<file path="config.mk">
export PLATFORM = sky130hd
export DESIGN_NAME = axi4_stream_consumer_type_1
export DESIGN_NICKNAME = d
export VERILOG_FILES = /design/src/rtl/axi4_stream_tg_pkg.sv /design/src/rtl/axi4_stream_ready_pacer.sv /design/src/rtl/axi4_stream_consumer_type_1.sv
export SDC_FILE = /design/constraint.sdc
export NUM_CORES = 1
export LEC_CHECK = 0
export ABC_CLOCK_PERIOD_IN_PS = 6300
export BUFFER_PORTS_ARGS = -buffer_cell sky130_fd_sc_hd__clkbuf_2
export CELL_PAD_IN_SITES_DETAIL_PLACEMENT = 1
export CELL_PAD_IN_SITES_GLOBAL_PLACEMENT = 2
export CORE_MARGIN = 10
export CORE_UTILIZATION = 39
export CTS_CLUSTER_DIAMETER = 100
export CTS_CLUSTER_SIZE = 24
export DETAILED_ROUTE_END_ITERATION = 7
export GPL_ROUTABILITY_DRIVEN = 0
export GPL_TIMING_DRIVEN = 0
export PLACE_DENSITY = 0.95
export SLEW_MARGIN = 20
export SYNTH_ARGS = -nofsm -noshare
export SYNTH_HDL_FRONTEND = slang
export SYNTH_SLANG_ARGS = --single-unit
</file>
<file path="constraint.sdc">
create_clock -name clk_s_axis_i -period 6.3 [get_ports clk_s_axis_i]
set_input_delay 0.315 -clock clk_s_axis_i [delete_from_list [all_inputs] [get_ports clk_s_axis_i]]
set_output_delay 0.315 -clock clk_s_axis_i [all_outputs]
set_load 0.01 [all_outputs]
</file>
<file path="src/rtl/axi4_stream_tg_pkg.sv">
// Shared definitions for the AXI4-Stream traffic initiator/consumer pair:
// tlast trigger decoding, pacer states and the expected-tlast rule.
package axi4_stream_tg_pkg;

  typedef enum logic [1:0] {
    TRIG_PACKET = 2'd0,
    TRIG_FRAME  = 2'd1,
    TRIG_STREAM = 2'd2
  } tlast_trigger_e;

  typedef enum logic [1:0] {
    ST_READY = 2'd0,
    ST_PAUSE = 2'd1,
    ST_DONE  = 2'd2
  } pacer_state_e;

  // Map the 64-bit ASCII trigger parameter onto the enum; unknown text
  // falls back to whole-stream framing.
  function automatic tlast_trigger_e decode_trigger(input logic [63:0] trig_str);
    tlast_trigger_e trig;
    case (trig_str)
      {16'h0000, "PACKET"}:   trig = TRIG_PACKET;
      {24'h000000, "FRAME"}:  trig = TRIG_FRAME;
      {16'h0000, "STREAM"}:   trig = TRIG_STREAM;
      default:                trig = TRIG_STREAM;
    endcase
    return trig;
  endfunction

  // tlast is due on the last beat of the unit selected by the trigger.
  function automatic logic expected_tlast(input logic [31:0]    beat,
                                          input logic [31:0]    pkt,
                                          input logic [31:0]    frm,
                                          input logic [31:0]    tpp,
                                          input logic [31:0]    ppf,
                                          input logic [31:0]    fps,
                                          input tlast_trigger_e trig);
    logic last_beat;
    logic last_pkt;
    logic last_frm;
    logic result;
    last_beat = (beat == (tpp - 32'd1));
    last_pkt  = (pkt == (ppf - 32'd1));
    last_frm  = (frm == (fps - 32'd1));
    case (trig)
      TRIG_PACKET: result = last_beat;
      TRIG_FRAME:  result = last_beat & last_pkt;
      TRIG_STREAM: result = last_beat & last_pkt & last_frm;
      default:     result = last_beat & last_pkt & last_frm;
    endcase
    return result;
  endfunction

endpackage

</file>
<file path="src/rtl/axi4_stream_ready_pacer.sv">
// tready duty-cycle generator: CyclesReady cycles high, CyclesPause cycles
// low, repeating; locks high once the stream is done. Counts clock cycles,
// independent of whether beats are actually transferred.
module axi4_stream_ready_pacer
  import axi4_stream_tg_pkg::*;
#(
  parameter int unsigned CyclesReady = 2,
  parameter int unsigned CyclesPause = 4
) (
  input  logic clk_i,
  input  logic rst_i,
  input  logic done_i,
  output logic tready_o
);

  pacer_state_e state_q, state_d;
  logic [31:0]  cnt_q, cnt_d;
  logic         tready_q, tready_d;

  // Next state: cnt_q is the number of cycles the current state has already
  // been presented on tready; reset leaves it at 0 so the first READY
  // window is full length.
  always_comb begin
    state_d = state_q;
    cnt_d   = cnt_q;
    if (done_i) begin
      state_d = ST_DONE;
      cnt_d   = 32'd0;
    end else begin
      case (state_q)
        ST_READY: begin
          if (cnt_q >= CyclesReady) begin
            state_d = (CyclesPause != 32'd0) ? ST_PAUSE : ST_READY;
            cnt_d   = 32'd1;
          end else begin
            cnt_d = cnt_q + 32'd1;
          end
        end
        ST_PAUSE: begin
          if (cnt_q >= CyclesPause) begin
            state_d = ST_READY;
            cnt_d   = 32'd1;
          end else begin
            cnt_d = cnt_q + 32'd1;
          end
        end
        ST_DONE: begin
          cnt_d = 32'd0;
        end
        default: begin
          state_d = ST_READY;
          cnt_d   = 32'd0;
        end
      endcase
    end
    tready_d = (state_d != ST_PAUSE);
  end

  // State, counter and registered tready.
  always_ff @(posedge clk_i) begin
    if (rst_i) begin
      state_q  <= ST_READY;
      cnt_q    <= 32'd0;
      tready_q <= 1'b0;
    end else begin
      state_q  <= state_d;
      cnt_q    <= cnt_d;
      tready_q <= tready_d;
    end
  end

  assign tready_o = tready_q;

endmodule

</file>
<file path="src/rtl/axi4_stream_consumer_type_1.sv">
// AXI4-Stream sink/checker: paces tready, tracks packet/frame/stream
// position of accepted beats and flags route, data, tlast and overflow
// errors with sticky flags plus a saturating error counter.
module axi4_stream_consumer_type_1
  import axi4_stream_tg_pkg::*;
#(
  parameter int unsigned AxiStreamConsumerIfTDataWidth = 32,
  parameter int unsigned AxiStreamConsumerIfTIdWidth   = 8,
  parameter int unsigned AxiStreamConsumerIfTDestWidth = 8,
  parameter logic [AxiStreamConsumerIfTIdWidth-1:0]   AxiStreamConsumerIfTId   = 8'h11,
  parameter logic [AxiStreamConsumerIfTDestWidth-1:0] AxiStreamConsumerIfTDest = 8'hDE,
  parameter int unsigned AxiStreamConsumerIfCyclesReady         = 2,
  parameter int unsigned AxiStreamConsumerIfCyclesPause         = 4,
  parameter int unsigned AxiStreamConsumerIfTransfersPerPacket  = 2,
  parameter int unsigned AxiStreamConsumerIfPacketsPerFrame     = 2,
  parameter int unsigned AxiStreamConsumerIfFramesPerStream     = 2,
  parameter logic [63:0] AxiStreamConsumerIfTlastFlagTrigger    = {16'h0000, "STREAM"}
) (
  input  logic                                     clk_s_axis_i,
  input  logic                                     rst_s_axis_i,
  input  logic                                     s_axis_tvalid_i,
  output logic                                     s_axis_tready_o,
  input  logic [AxiStreamConsumerIfTDataWidth-1:0] s_axis_tdata_i,
  input  logic                                     s_axis_tlast_i,
  input  logic [AxiStreamConsumerIfTIdWidth-1:0]   s_axis_tid_i,
  input  logic [AxiStreamConsumerIfTDestWidth-1:0] s_axis_tdest_i,
  output logic [31:0]                              transfer_count_o,
  output logic [15:0]                              error_count_o,
  output logic                                     err_route_o,
  output logic                                     err_data_o,
  output logic                                     err_tlast_o,
  output logic                                     err_overflow_o,
  output logic                                     done_o
);

  localparam int unsigned DW = AxiStreamConsumerIfTDataWidth;
  localparam tlast_trigger_e Trigger = decode_trigger(AxiStreamConsumerIfTlastFlagTrigger);
  localparam logic [31:0] LastBeat = AxiStreamConsumerIfTransfersPerPacket - 32'd1;
  localparam logic [31:0] LastPkt  = AxiStreamConsumerIfPacketsPerFrame - 32'd1;
  localparam logic [31:0] LastFrm  = AxiStreamConsumerIfFramesPerStream - 32'd1;
  localparam logic [DW-1:0] DataOne = {{(DW-1){1'b0}}, 1'b1};

  logic [31:0]   beat_q, beat_d, pkt_q, pkt_d, frm_q, frm_d;
  logic [DW-1:0] exp_data_q, exp_data_d;
  logic [DW-1:0] alt_data_q, alt_data_d;
  logic          alt_valid_q, alt_valid_d;
  logic [31:0]   transfer_count_q, transfer_count_d;
  logic [15:0]   error_count_q, error_count_d;
  logic          err_route_q, err_route_d;
  logic          err_data_q, err_data_d;
  logic          err_tlast_q, err_tlast_d;
  logic          err_overflow_q, err_overflow_d;
  logic          done_q, done_d;

  logic tready_s;
  logic accept_s;
  logic final_s;
  logic last_accept_s;
  logic exp_tlast_s;
  logic route_err_s;
  logic data_match_s;
  logic data_err_s;
  logic tlast_err_s;
  logic beat_err_s;

  axi4_stream_ready_pacer #(
    .CyclesReady (AxiStreamConsumerIfCyclesReady),
    .CyclesPause (AxiStreamConsumerIfCyclesPause)
  ) u_pacer (
    .clk_i    (clk_s_axis_i),
    .rst_i    (rst_s_axis_i),
    .done_i   (last_accept_s),
    .tready_o (tready_s)
  );

  // Per-beat checks and next values of position, data tracker and status.
  // The data tracker accepts either the in-sequence value or, right after a
  // mismatch, the resynced value received+1: a single corrupted beat and a
  // single jump in the sequence each cost exactly one error.
  always_comb begin
    accept_s      = s_axis_tvalid_i & tready_s;
    final_s       = (beat_q == LastBeat) & (pkt_q == LastPkt) & (frm_q == LastFrm);
    last_accept_s = accept_s & ~done_q & final_s;
    exp_tlast_s   = expected_tlast(beat_q, pkt_q, frm_q,
                                   AxiStreamConsumerIfTransfersPerPacket,
                                   AxiStreamConsumerIfPacketsPerFrame,
                                   AxiStreamConsumerIfFramesPerStream, Trigger);
    route_err_s   = (s_axis_tid_i != AxiStreamConsumerIfTId) |
                    (s_axis_tdest_i != AxiStreamConsumerIfTDest);
    data_match_s  = (s_axis_tdata_i == exp_data_q) |
                    (alt_valid_q & (s_axis_tdata_i == alt_data_q));
    data_err_s    = ~done_q & ~data_match_s;
    tlast_err_s   = ~done_q & (s_axis_tlast_i != exp_tlast_s);
    beat_err_s    = route_err_s | data_err_s | tlast_err_s | done_q;

    beat_d           = beat_q;
    pkt_d            = pkt_q;
    frm_d            = frm_q;
    exp_data_d       = exp_data_q;
    alt_data_d       = alt_data_q;
    alt_valid_d      = alt_valid_q;
    transfer_count_d = transfer_count_q;
    error_count_d    = error_count_q;
    err_route_d      = err_route_q;
    err_data_d       = err_data_q;
    err_tlast_d      = err_tlast_q;
    err_overflow_d   = err_overflow_q;
    done_d           = done_q | last_accept_s;

    if (accept_s) begin
      transfer_count_d = transfer_count_q + 32'd1;
      error_count_d    = (beat_err_s && (error_count_q != 16'hFFFF)) ?
                         (error_count_q + 16'd1) : error_count_q;
      err_route_d      = err_route_q | route_err_s;
      err_data_d       = err_data_q | data_err_s;
      err_tlast_d      = err_tlast_q | tlast_err_s;
      err_overflow_d   = err_overflow_q | done_q;
    end else begin
      transfer_count_d = transfer_count_q;
    end

    if (accept_s && !done_q) begin
      if (beat_q == LastBeat) begin
        beat_d = 32'd0;
        if (pkt_q == LastPkt) begin
          pkt_d = 32'd0;
          frm_d = (frm_q == LastFrm) ? 32'd0 : (frm_q + 32'd1);
        end else begin
          pkt_d = pkt_q + 32'd1;
        end
      end else begin
        beat_d = beat_q + 32'd1;
      end
      if (data_match_s) begin
        exp_data_d  = s_axis_tdata_i + DataOne;
        alt_valid_d = 1'b0;
      end else begin
        exp_data_d  = exp_data_q + DataOne;
        alt_data_d  = s_axis_tdata_i + DataOne;
        alt_valid_d = 1'b1;
      end
    end else begin
      alt_valid_d = alt_valid_q;
    end
  end

  // Status, position and data-tracker registers; reset drops all progress.
  always_ff @(posedge clk_s_axis_i) begin
    if (rst_s_axis_i) begin
      beat_q           <= 32'd0;
      pkt_q            <= 32'd0;
      frm_q            <= 32'd0;
      exp_data_q       <= {DW{1'b0}};
      alt_data_q       <= {DW{1'b0}};
      alt_valid_q      <= 1'b0;
      transfer_count_q <= 32'd0;
      error_count_q    <= 16'd0;
      err_route_q      <= 1'b0;
      err_data_q       <= 1'b0;
      err_tlast_q      <= 1'b0;
      err_overflow_q   <= 1'b0;
      done_q           <= 1'b0;
    end else begin
      beat_q           <= beat_d;
      pkt_q            <= pkt_d;
      frm_q            <= frm_d;
      exp_data_q       <= exp_data_d;
      alt_data_q       <= alt_data_d;
      alt_valid_q      <= alt_valid_d;
      transfer_count_q <= transfer_count_d;
      error_count_q    <= error_count_d;
      err_route_q      <= err_route_d;
      err_data_q       <= err_data_d;
      err_tlast_q      <= err_tlast_d;
      err_overflow_q   <= err_overflow_d;
      done_q           <= done_d;
    end
  end

  assign s_axis_tready_o  = tready_s;
  assign transfer_count_o = transfer_count_q;
  assign error_count_o    = error_count_q;
  assign err_route_o      = err_route_q;
  assign err_data_o       = err_data_q;
  assign err_tlast_o      = err_tlast_q;
  assign err_overflow_o   = err_overflow_q;
  assign done_o           = done_q;

endmodule

</file>
==> metrics.yaml, run 1 <==
timing:
  max_freq_mhz: 291
  rsz0062_at_grt: "no"
  fin_worst_skew_ns: 0.0368
  relSlewSlack: 0.397
  fin_crit_ns: 3.43
  worst_pin_slew_ns: 0.895
  final.setup.tns_ns: 0
  finalMaxSlewViolations: 0
  setup_violations: 0
  final-hold-violation-count: 0
  worst_slack_ns: 2.87
  min_period_over_period: 0.545
  holdWs_ns: 0.134
floorplan:
  fp.dieArea_um2: 39200
  initial_core_util: 0.394
  die_w_um: 198
  die_h_um: 198
  rows: 65
  io_pins: 106
  core-area_um2: 31400
final_layout:
  syn2layout_area_growth_pct: 11.8
  final_nets: 1668
  final_area_um2: 13800
  diodes: 0
  drive_above_1_share: 0.0883
drt:
  dr.pass1.iters: 7
  drt_iter0_drc: 603
  via_per_inst: 5.57
  vias: 11200
  drt_wl_total_mm: 37.6
  postRouteAntennaNets: 0
  drc: 0
  wl_per_cell_um: 18.7
grt:
  grt_start_max_net_pins: 25
  antenna_found_initial: 1
  grt.total_usage: 0.188
  first_global_vias: 11600
  grt_first_pass_wirelength_mm: 60.9
  gr-total-overflow: 0
flow_run:
  maxCapViolCount: 0
yosys:
  seq_area_frac_synth: 0.403
  ys_ff_latch: 249
  synth-xor-area-share: 0.145
  synth_fa_ha_area_frac: 0.0122
  syn_area_um2: 12400
  synth_flop_cell: "dfxtp_1"
  avgSynthCellArea_um2: 8.41
  synth_compound_area_frac: 0.0925
  synth_top_family_by_area: "simple AND/OR/NAND/NOR gates"
  synth.mux.area_fraction: 0.0194
  synthCells: 1469
  ys_warn_count: 0
  yosys.area_share.simple: 0.285
  synth_edf_count: 0
  synth-async-reset-ratio: 0
  yosysUniqueCellTypes: 62
pwr:
  ir_drop_v: 0.000176
  combPwrFrac: 0.070
  switchingPower_uw: 704
  p_int_uw: 2080
  seqPwrFrac: 0.580
  p_per_area_nw_per_um2: 202
  p_leak_uw: 0.00461
  p_clk_frac: 0.350
  sw_frac_of_total: 0.253
worst_setup_path:
  critical_path_class: "register to register"
  crit_arrival_ns: 3.82
  crit_required_ns: 6.69
  critPathMaxFanout: 10
  end_kind: "register"
  critPathMaxStageDelay_ns: 0.65
  cp_cell_sequence: "clkbuf_1 > xnor2_1 > nand4_1 > nor4_1 > nand4_1 > a22oi_4 > buf_6 > nor4_1 > mux2_2"
  crit_slowest_cell: "nand4_1"
  start_kind: "register"
  r2r_setup_slack_ns: 2.87
cts:
  cts_buffers: 14
  cts_sinks: 249
  htree_levels: 1
  cts.repair.resized: 0
  cts.clk_slew.worst_paths_ns: 0.11
  cts_tree: "yes"
  clock_latency_ns: 0.52
  cts.path.max_buffers: 3
  cts_hold_buf: 0
  ctsRootBufferMaster: "clkbuf_16"
  post_cts_buffers: 0
place:
  dp_hpwl_mm: 28.5
  dp_slack_ns: 2.99
  placed_cell_area_um2: 13400
  portBuffers: 91
min_path:
  hold_class: "input port to register"
run_status:
  outcome: "finished, final reports clean"
kinds of logic (layout without fill, tap and decap cells):
family,after synthesis,count (layout)
buffers and inverters,125,236
DFF,249,249
and+or+nand+nor,682,682
adders and majority gates,12,12
other,1,29
xor gates and xnor gates,204,204
muxes,23,23
AOI/OAI and AO/OA,173,173
cells in the mapped netlist, drive strengths merged, types with 6 or more instances:
cell | number | share of area
dfxtp | 249 | 0.40
nor2 | 200 | 0.061
xnor2 | 121 | 0.086
nand2 | 97 | 0.029
xor2 | 83 | 0.059
clkbuf | 74 | 0.022
nand3 | 74 | 0.030
nand4 | 74 | 0.039
nor3 | 51 | 0.022
nor4 | 51 | 0.027
a21oi | 50 | 0.020
or3 | 36 | 0.018
inv | 35 | 0.011
a211oi | 31 | 0.019
and3 | 30 | 0.015
o21ai | 27 | 0.011
and4 | 21 | 0.015
a31oi | 18 | 0.0091
a22oi | 17 | 0.011
buf | 16 | 0.0091
mux2i | 15 | 0.012
ha | 12 | 0.012
nor2b | 11 | 0.0056
o31ai | 11 | 0.0067
or4 | 11 | 0.0067
and2 | 10 | 0.0051
mux2 | 8 | 0.0073
nor4b | 6 | 0.0043
path summary, 6_finish.rpt:
| check | start | end | cells past startpoint |
|---|---|---|---|
| worst max-delay path | exp_data_q[23] | error_count_o[10] | 9 |
| worst min-delay path | s_axis_tdata_i[0] | alt_data_q[0] | 2 |
| worst max register to register | exp_data_q[23] | error_count_o[10] | 9 |
| worst min register to register | alt_valid_q | alt_valid_q | 2 |
worst max-delay path: cells and delay by family (launching register included):
kind | cells | cell delay (ns)
compound gates | 1 | 0.63
xor+xnor | 1 | 0.24
buf+inv | 2 | 0.59
flops | 1 | 0.32
mux | 1 | 0.29
simple gates | 4 | 1.26
cell usage in the layout, fill, tap and decap left out, drive strengths merged, types with 16 or more instances in the layout:
master  count
conb       29
inv        36
xnor2     121
nor4       51
dfxtp     249
a211oi     31
a22oi      17
and4       21
clkbuf    181
a21oi      50
nor3       51
nor2      200
nand4      74
o21ai      27
nand2      97
a31oi      18
buf        16
xor2       83
or3        36
and3       30
nand3      74
stage by stage:
step | power, uW | std cells | util
global placement | 1840 | 1990 | 0.427
global route | 2900 | 2010 | 0.440
CTS | 2810 | 2010 | 0.440
detailed placement | 1840 | 1990 | 0.427
floorplan | 1760 | 1497 | -
finish | 2780 | 2010 | 0.440
area by class of cell:
| cell class | instances | area, um^2 |
|---|---|---|
| Clock inverter | 4 | 35.0 |
| Buffer | 90 | 390 |
| Fill cell | 3831 | 17600 |
| Timing Repair Buffer | 91 | 455 |
| Multi-Input combinational cell | 1123 | 6950 |
| Clock buffer | 16 | 358 |
| Sequential cell | 249 | 4980 |
| Tap cell | 402 | 503 |
| Inverter | 35 | 131 |
flip-flops by register name, summed over array words and instances, names as in the netlist:
register / count
exp_data_q: 32
err_tlast_o: 1
transfer_count_o: 32
u_pacer.tready_o: 1
u_pacer.cnt_q: 32
done_o: 1
alt_valid_q: 1
pkt_q: 32
u_pacer.state_q: 2
err_route_o: 1
error_count_o: 16
frm_q: 32
beat_q: 32
err_overflow_o: 1
alt_data_q: 32
err_data_o: 1
layer usage:
layer  GRT usage  vias up  wire length, um
met5           0        -               19
met4      0.0387        2              506
met3      0.0389       36             2520
met2       0.317      251            18000
met1       0.244     5496            16600
li1            -     5414                -
power groups by stage:
| stage | clock network, uW | logic, uW | registers [uW] |
|---|---|---|---|
| after floorplan | 0 | 116 | 1650 |
| after global placement | 0 | 189 | 1650 |
| after detailed placement | 0 | 192 | 1650 |
| after CTS | 1000 | 194 | 1610 |
| after global routing | 1070 | 213 | 1620 |
| final | 975 | 195 | 1610 |
(Power assumes the default switching activity.)
==> inputs of run 2 (changes only) <==
Settings changed: ABC_AREA set to 1, ABC_CLOCK_PERIOD_IN_PS 6300 to 2900, CORE_UTILIZATION 39 to 30, PLACE_DENSITY 0.95 to 0.86.
Clock period 6.3 ns to 2.9 ns, I/O delays scaled along.
==> run 2 against run 1 <==
Effect of this change:
- power up 130%
- register-to-register slack got worse by 2.7 ns
- via count increased by 41%
- cell count is 60% higher
- sequential power grew 120%
- die area rose by 52%
- critical path depth up 2
- routed wire length rose by 46%
- first-iteration DRC count rose by 27%
- core utilization fell by 9.9 points
- critical path type unchanged
- critical endpoint is now exp_data_q[18]
==> metrics.yaml, run 2 <==
timing:
  max_freq_mhz: 372  # +28%
  final.setup.tns_ns: 0  # unchanged
  relSlewSlack: 0.341  # -0.0559
  rsz0062_at_grt: "no"
  fin_crit_ns: 2.69  # -0.746 ns
  holdWs_ns: 0.0351  # -0.0991 ns
  worst_pin_slew_ns: 0.981  # +0.0857 ns
  finalMaxSlewViolations: 0  # unchanged
  min_period_over_period: 0.927  # +0.382
  fin_worst_skew_ns: 0.0233  # -0.0135 ns
  final-hold-violation-count: 0  # unchanged
  setup_violations: 0  # unchanged
worst_setup_path:
  crit_arrival_ns: 3.11  # -0.71 ns
  cp_common_cell: "nand3_1"
  start_kind: "register"
  crit_slowest_cell: "nor2_1"
  crit_required_ns: 3.32  # -3.37 ns
  critPathMaxFanout: 5  # -5
  cp_cell_sequence: "ha_1 > nand3_1 > nor2_1 > nand4_1 > nor2_1 > nand3_1 > xor2_1 > nand2_1 > nand3_1 > nand2_1 > inv_1"
  end_kind: "register"
  critical_path_class: "register to register"
  critPathMaxStageDelay_ns: 0.66  # about the same
  critPathBufInv: 1  # -1
  cp_top_family: "simple AND/OR/NAND/NOR gates"
final_layout:
  layout_common_cells: "625 x nand2_1, 366 x nor2_1, 249 x dfxtp_1"
  final_nets: 2591  # +55%
  final_common_cell: "nand2_1"
  drive_above_1_share: 0.0983  # +0.00996
  syn2layout_area_growth_pct: 12.8
drt:
  drt_wl_total_mm: 55.0  # +46%
  via_per_inst: 4.94  # -11%
  drc: 0  # unchanged
  postRouteAntennaNets: 0  # unchanged
  vias: 15800  # +41%
  drt_iter0_drc: 764  # +27%
  dr.pass1.iters: 5  # -2
  wl_per_cell_um: 17.1  # -8.5%
yosys:
  synth_top_cell_area_share: 0.330  # -0.0737
  synthCells: 2383  # +62%
  synth_edf_count: 0  # unchanged
  ys_ff_latch: 249  # unchanged
  synthTopCellsByArea: "dfxtp_1 33%, nand2_1 16%, nor2_1 9.1%, inv_1 5.7%, nand3_1 5.6%"
  seq_area_frac_synth: 0.330  # -0.0737
  yosysUniqueCellTypes: 50  # -19%
  syn_area_um2: 15100  # +22%
  yosysMostFrequentCell: "nand2_1"
  synth_commonest_cells: "625 x nand2_1, 366 x nor2_1, 249 x dfxtp_1, 229 x inv_1, 169 x nand3_1"
  avgSynthCellArea_um2: 6.34  # -25%
  synth-async-reset-ratio: 0  # unchanged
  yosysTopAreaCell: "dfxtp_1"
  ys_warn_count: 0  # unchanged
  synth_flop_cell: "dfxtp_1"
place:
  dp_hpwl_mm: 43.7  # +53%
  portBuffers: 96  # +5.5%
cts:
  cts.repair.resized: 0  # unchanged
  cts_sinks: 249  # unchanged
  cts.clk_slew.worst_paths_ns: 0.10  # about the same
  ctsRootBufferMaster: "clkbuf_16"
  htree_levels: 1  # unchanged
  cts_tree: "yes"
  cts.path.max_buffers: 3  # unchanged
  clock_latency_ns: 0.54  # +0.02 ns
  cts_buffers: 15  # +1
pwr:
  p_per_area_nw_per_um2: 377  # +87%
  p_leak_uw: 0.00658  # +43%
  ir_drop_v: 0.000372  # +110%
min_path:
  hold_class: "input port to register"
grt:
  antenna_found_initial: 3  # +2
  grt.total_usage: 0.180  # -0.00818
  first_global_vias: 16100  # +38%
  grt_start_max_net_pins: 25  # unchanged
  grt_first_pass_wirelength_mm: 88.5  # +45%
  gr-total-overflow: 0  # unchanged
floorplan:
  rows: 82  # +26%
  die_h_um: 244  # +23%
  core-area_um2: 50000  # +59%
  initial_core_util: 0.303  # -0.0910
  fp.dieArea_um2: 59800  # +52%
  die_w_um: 244  # +23%
  io_pins: 106  # unchanged
flow_run:
  maxCapViolCount: 0  # unchanged
run_status:
  outcome: "finished, final reports clean"
## run 2: cell families (layout without fill, tap and decap cells)
family / Yosys count / in the layout / synth area share
AO/OA/AOI/OAI: 240 / 240 / 0.0878
XOR/XNOR: 127 / 127 / 0.0736
adder cells (fa/ha/maj): 12 / 12 / 0.00993
buffers and inverters: 337 / 460 / 0.0896
flip-flops: 249 / 249 / 0.330
other: 1 / 31 / 0.000248
AND/OR/NAND/NOR: 1417 / 1417 / 0.409
## run 2: power by group
| group | internal [uW] | switching [uW] |
|---|---|---|
| sequential | 3470 | 31.2 |
| clock | 1100 | 1340 |
| combinational | 143 | 344 |
| total | 4720 | 1720 |
## run 2: layer usage
layer	GRT usage	share of wire	up-vias	wire, um
met4	0.0493	0.024	4	1320
met5	0	0.00035	-	19
met3	0.0262	0.046	65	2540
li1	-	-	7880	-
met2	0.296	0.45	281	24900
met1	0.242	0.48	7614	26200
## run 2: tightest hold or removal path, delay by kind of cell
kind | cells | cell delay, ns
buffers and inverters | 1 | 0.13
AO/OA/AOI/OAI | 2 | 0.13
AND/OR/NAND/NOR | 1 | 0.12
## run 2: what timing repair did
| action | 4_1_cts | 5_1_grt |
|---|---|---|
| hold buffers | 3 | 0 |
| endpoints found under the hold margin | 2 | 0 |
| buffers inserted | 0 | 0 |
## run 2: final cells by class
type,count,area [um^2]
fillers,6573,32900
flip-flops and latches,249,4980
plain buffers,74,365
clock buffers,17,393
clock inverters,7,81.3
inverters,263,990
multi-input cells,1825,8880
diodes,2,5.00
repair buffers,99,510
well taps,672,841
## run 2: worst paths after layout
check                                    from        endpoint  slack (ns)  cells after the start
worst min register to register     err_data_o      err_data_o        0.48                      1
worst max-delay path            exp_data_q[1]  exp_data_q[18]        0.21                     11
worst max register to register  exp_data_q[1]  exp_data_q[18]        0.21                     11
worst min-delay path             rst_s_axis_i      beat_q[13]        0.04                      4
## run 2: through the flow
stage	power [uW]	utilization	worst slack, ns	instance area, um^2	cells
2_1_floorplan	3860	-	0.971	15200	2411
3_3_place_gp	4050	0.331	0.351	16500	3179
3_5_place_dp	4060	0.331	0.225	16500	3179
4_1_cts	6530	0.341	0.203	17000	3206
5_1_grt	6720	0.341	0.0789	17100	3207
6_report	6430	0.341	0.212	17100	3208
